<file path="config.mk">
export PLATFORM = sky130hd
export DESIGN_NAME = serial_full_adder_flat
export DESIGN_NICKNAME = d
export VERILOG_FILES = /design/src/rtl/serial_full_adder_if.sv /design/src/rtl/serial_full_adder.sv /design/src/flat_wrapper.sv
export SDC_FILE = /design/constraint.sdc
export NUM_CORES = 1
export LEC_CHECK = 0
export CAP_MARGIN = 0
export CORE_MARGIN = 2
export CORE_UTILIZATION = 46
export CTS_BUF_LIST = sky130_fd_sc_hd__clkbuf_4 sky130_fd_sc_hd__clkbuf_8 sky130_fd_sc_hd__clkbuf_16
export DETAILED_ROUTE_END_ITERATION = 16
export PLACE_DENSITY = 0.75
export SYNTH_ARGS = -nofsm -noshare
export SYNTH_HDL_FRONTEND = slang
export SYNTH_SLANG_ARGS = --single-unit
</file>
<file path="constraint.sdc">
create_clock -name clk -period 3.1 [get_ports clk]
set_input_delay 0.93 -clock clk [delete_from_list [all_inputs] [get_ports clk]]
set_output_delay 0.93 -clock clk [all_outputs]
set_load 0.03 [all_outputs]
</file>
<file path="src/rtl/serial_full_adder_if.sv">
// serial_full_adder_if: operand/result handshake bundle for serial_full_adder
// ovf exists only when SERIAL_ADDER_OVF_EN is defined
interface serial_full_adder_if #(parameter int WIDTH = 8);
   logic             in_valid;
   logic             in_ready;
   logic [WIDTH-1:0] a;
   logic [WIDTH-1:0] b;
   logic             cin;
   logic             out_valid;
   logic             out_ready;
   logic [WIDTH-1:0] sum;
   logic             cout;
   logic             busy;
`ifdef SERIAL_ADDER_OVF_EN
   logic             ovf;
   modport master (output in_valid, a, b, cin, out_ready,
                   input in_ready, out_valid, sum, cout, busy, ovf);
   modport slave (input in_valid, a, b, cin, out_ready,
                  output in_ready, out_valid, sum, cout, busy, ovf);
`else
   modport master (output in_valid, a, b, cin, out_ready,
                   input in_ready, out_valid, sum, cout, busy);
   modport slave (input in_valid, a, b, cin, out_ready,
                  output in_ready, out_valid, sum, cout, busy);
`endif
endinterface

</file>
<file path="src/rtl/serial_full_adder.sv">
// serial_full_adder: bit-serial LSB-first adder, one full-adder cell plus carry FF
// Optional signed-overflow output enabled by SERIAL_ADDER_OVF_EN
module serial_full_adder #(
   parameter int WIDTH = 8
) (
   input logic               clk,
   input logic               rst_n,
   serial_full_adder_if.slave bus
);
   localparam int CW = $clog2(WIDTH);
   localparam logic [CW-1:0] LAST = CW'(WIDTH - 1);
   localparam logic [1:0] IDLE = 2'd0;
   localparam logic [1:0] RUN  = 2'd1;
   localparam logic [1:0] DONE = 2'd2;
   logic [1:0]       state;
   logic [WIDTH-1:0] a_sh;
   logic [WIDTH-1:0] b_sh;
   logic [WIDTH-1:0] sum_r;
   logic [CW-1:0]    cnt;
   logic             c;
   logic             cout_r;
   logic             s;
   logic             c_nxt;
`ifdef SERIAL_ADDER_OVF_EN
   logic             ovf_r;
   assign bus.ovf = ovf_r;
`endif
   assign s = a_sh[0] ^ b_sh[0] ^ c;
   assign c_nxt = (a_sh[0] & b_sh[0]) | (a_sh[0] & c) | (b_sh[0] & c);
   assign bus.in_ready = (state == IDLE) & rst_n;
   assign bus.out_valid = state == DONE;
   assign bus.busy = state != IDLE;
   assign bus.sum = sum_r;
   assign bus.cout = cout_r;
   always_ff @(posedge clk) begin
      if (!rst_n) begin
         state  <= IDLE;
         a_sh   <= '0;
         b_sh   <= '0;
         sum_r  <= '0;
         cnt    <= '0;
         c      <= 1'b0;
         cout_r <= 1'b0;
`ifdef SERIAL_ADDER_OVF_EN
         ovf_r  <= 1'b0;
`endif
      end else begin
         case (state)
            IDLE: if (bus.in_valid) begin
               a_sh  <= bus.a;
               b_sh  <= bus.b;
               c     <= bus.cin;
               cnt   <= '0;
               state <= RUN;
            end
            RUN: begin
               sum_r <= {s, sum_r[WIDTH-1:1]};
               a_sh  <= a_sh >> 1;
               b_sh  <= b_sh >> 1;
               c     <= c_nxt;
               cnt   <= (cnt == LAST) ? cnt : cnt + 1'b1;
               if (cnt == LAST) begin
                  state  <= DONE;
                  cout_r <= c_nxt;
`ifdef SERIAL_ADDER_OVF_EN
                  // c is the carry into the MSB on the final bit step
                  ovf_r  <= c ^ c_nxt;
`endif
               end
            end
            DONE: if (bus.out_ready) state <= IDLE;
            default: state <= IDLE;
         endcase
      end
   end
endmodule

</file>
<file path="src/flat_wrapper.sv">
// flat-port wrapper written by rule: the top's interface ports become plain ports
module serial_full_adder_flat 
#(
   parameter int WIDTH = 8
)
  (clk, rst_n, bus_in_valid, bus_a, bus_b, bus_cin, bus_out_ready, bus_in_ready, bus_out_valid, bus_sum, bus_cout, bus_busy);
  serial_full_adder_if #(.WIDTH(WIDTH)) bus_i ();
  input logic clk;
  input logic rst_n;
  input wire logic [$bits(bus_i.in_valid)-1:0] bus_in_valid;
  input wire logic [$bits(bus_i.a)-1:0] bus_a;
  input wire logic [$bits(bus_i.b)-1:0] bus_b;
  input wire logic [$bits(bus_i.cin)-1:0] bus_cin;
  input wire logic [$bits(bus_i.out_ready)-1:0] bus_out_ready;
  output wire logic [$bits(bus_i.in_ready)-1:0] bus_in_ready;
  output wire logic [$bits(bus_i.out_valid)-1:0] bus_out_valid;
  output wire logic [$bits(bus_i.sum)-1:0] bus_sum;
  output wire logic [$bits(bus_i.cout)-1:0] bus_cout;
  output wire logic [$bits(bus_i.busy)-1:0] bus_busy;
  assign bus_i.in_valid = bus_in_valid;
  assign bus_i.a = bus_a;
  assign bus_i.b = bus_b;
  assign bus_i.cin = bus_cin;
  assign bus_i.out_ready = bus_out_ready;
  assign bus_in_ready = bus_i.in_ready;
  assign bus_out_valid = bus_i.out_valid;
  assign bus_sum = bus_i.sum;
  assign bus_cout = bus_i.cout;
  assign bus_busy = bus_i.busy;
  serial_full_adder #(.WIDTH(WIDTH)) u_core (.clk(clk), .rst_n(rst_n), .bus(bus_i));
endmodule
</file>
==> results.yml <==
setup_path:
  critPathCaptureType: "output pin"
  path_class: "input port to output pin"
  start_kind: "input port"
  reg2reg_depth: 4
  worstReg2RegEnd: "u_core.cnt[2]$_SDFFE_PN0P_"
  crit_path_end: "bus_in_ready"
  critPathSlowestCell: "clkdlybuf4s50_1"
  path_max_fanout: 2
  r2r_slack_ns: 1.25
  r2r_start: "u_core.state[0]$_SDFFE_PN0P_"
  crit_start: "rst_n"
  cp_data_arrival_time_ns: 1.70
  cp_slowest_stage_delay_ns: 0.49
  path_cells: "clkdlybuf4s50_1 -> and2_1 -> buf_4"
  crit_required_ns: 2.17
floorplanning:
  die_w_um: 59.15
  core_um2: 2978
  io_pins: 33
  dieHeight_um: 59.15
  start_util_pct: 46.97
  rows: 20
  dieArea_um2: 3498
timing:
  period_minus_slack_ns: 2.625
  setup_tns_ns: 0
  max_freq_mhz: 380.9
  worst_pin_slew_ns: 0.5907
  hold_viol: 0
  period_share_pct: 84.68
  rsz0062_at_grt: "no"
  hold_slack_ns: 0.4769
  fin_skew_ns: 0.005076
  report.final.slew_viol_count: 0
  setup_viol: 0
  slew_headroom_pct: 60.62
synthesis:
  synth_seq_cells: 31
  syn_area_per_cell_um2: 10.14
  syn_nets: 162
  synthTopCellsByArea: "dfxtp_1 (44%), mux2i_1 (11%), o211a_1 (11%)"
  syn_area_um2: 1399
  synth_top_area_share_pct: 44.36
  yosysWarnings: 0
  synth_cells: 138
  yosys.area.top_type: "dfxtp_1"
  synth.distinct_cells: 26
  ys_seq_area_share_pct: 44.36
power:
  clkPwrFrac_pct: 27.4
  seq_power_share_pct: 56.1
  power.density_nw_per_um2: 443.0
  ir_worst_vdd_mv: 0.2897
  sw_frac_of_total_pct: 25.23
  internal_power_mw: 0.5798
  power.switching_mw: 0.1956
  comb_power_share_pct: 16.5
  leakagePower_nw: 0.8104
global_routing:
  grt_max_degree: 34
  grt_pass1_vias: 1059
  grt_remaining_overflow: 0
  globalRouteTotalUtil_pct: 17.29
  grt_pass1_wl_um: 4402
  antenna_found_initial: 0
detailed_routing:
  drc: 0
  wl_per_cell_um: 12.97
  ant_nets: 0
  dr.first_iter.drc_count: 17
  drt-total-wl_um: 2607
  vias: 1075
  first_pass_iters: 3
  viasPerCell: 5.348
clocking:
  cts.sinks: 31
  cts_max_level: 2
  path_clk_slew_ns: 0.09
  cts_buffers: 5
  cts_root_buf: "clkbuf_4"
  cts_hold_buffers: 0
  clkLatencyLatePin_ns: 0.33
  cts.repair.resized: 0
  clockBufferDepth: 2
  cts_setup_buffers: 0
  cts_tree: "done"
finish:
  num-nets-final: 193
  final_cell_mix: "nand2_1 (33), clkdlybuf4s50_1 (31), dfxtp_1 (31)"
  layout-drive-gt1-share_pct: 7.738
  area_delta_synth_final_pct: 25.13
  final_cells: 201
  layout_commonest_cell: "nand2_1"
  antenna_cells: 0
place:
  gp_congestion: 0.7103
  port-buffer-count: 32
  dp_hpwl_um: 1935
  place_inst: 195
flow_run:
  maxCapViolations: 0
worst_hold_path:
  hold-path-cell-count: 2
  hp-class: "flip-flop to flip-flop"
run_status:
  status: "finished, final reports clean"
## power groups by stage
stage          logic (mW)  registers, mW  clock network, mW
2_1_floorplan      0.0858          0.446                  0
3_3_place_gp        0.125          0.444                  0
3_5_place_dp        0.130          0.445                  0
4_1_cts             0.131          0.436              0.223
5_1_grt             0.141          0.439              0.240
6_report            0.128          0.435              0.212
## state kept, by name, summed over array words and instances (netlist names)
name,cells
u_core.a_sh,8
u_core.b_sh,8
u_core.bus.cout,1
u_core.bus.sum,8
u_core.c,1
u_core.cnt,3
u_core.state,2
## through the flow
step / power, mW / cell area [um^2] / util (%) / setup WS [ns]
after detailed placement: 0.5752 / 1705 / 57.27 / 0.4732
after floorplan: 0.5315 / 1399 / - / 0.6958
after global routing: 0.8197 / 1750 / 58.78 / 0.4178
after CTS: 0.7893 / 1750 / 58.78 / 0.4676
after global placement: 0.5688 / 1705 / 57.27 / 0.4668
final: 0.7754 / 1750 / 58.78 / 0.4749
## critical path, delay by kind of cell
family        cells  cell delay (ns)
simple gates      1             0.12
buf+inv           2             0.64
## worst min-delay path by stage
stage	start	endpoint	slack (ns)
after global placement	u_core.bus.sum[0]$_SDFFE_PN0P_	u_core.bus.sum[0]$_SDFFE_PN0P_	0.45
after floorplan	u_core.b_sh[2]$_SDFFE_PN0P_	u_core.b_sh[2]$_SDFFE_PN0P_	0.47
after global routing	u_core.bus.sum[5]$_SDFFE_PN0P_	u_core.bus.sum[5]$_SDFFE_PN0P_	0.51
after CTS	u_core.bus.sum[2]$_SDFFE_PN0P_	u_core.bus.sum[1]$_SDFFE_PN0P_	0.49
final	u_core.bus.sum[2]$_SDFFE_PN0P_	u_core.bus.sum[1]$_SDFFE_PN0P_	0.48
after detailed placement	u_core.bus.sum[4]$_SDFFE_PN0P_	u_core.bus.sum[4]$_SDFFE_PN0P_	0.47
## kinds of logic (layout without fill, tap and decap cells)
logic type,Yosys count,after routing,share of synthesized area (%)
mux,16,16,11.45
buf+inv,11,41,5.098
flops,31,31,44.37
fa+ha+maj,3,3,3.220
simple gates,46,46,15.74
compound gates,31,31,20.13
## cell type report
class                           instances  area, um^2
Tap cell                               33       41.29
Clock buffer                            6       45.04
Sequential cell                        31       620.6
Timing Repair Buffer                   34       332.8
Inverter                                1       3.754
Multi-Input combinational cell         96       706.9
Fill cell                             277        1227
## Yosys cell counts (all sizes together)
library cell,n
o21ba,1
nor2b,4
and2,1
o21bai,1
a32oi,2
and3,1
buf,7
clkbuf,3
and2b,1
a21boi,9
nor4b,1
mux2i,16
nand3b,1
dfxtp,31
a31o,1
nand2b,2
nor3b,1
fa,1
inv,1
o211a,15
a32o,2
nor2,1
ha,2
nand2,33
## per-layer routing
metal / part of all wire, % / vias to the layer above / track usage (%)
li1: - / 549 / -
met1: 41 / 495 / 18.42
met2: 52 / 25 / 30.63
met3: 5.4 / 6 / 6.550
met4: 1.2 / 0 / 6.818
met5: 0 / - / 0
Power figures use the tool's default switching activity.
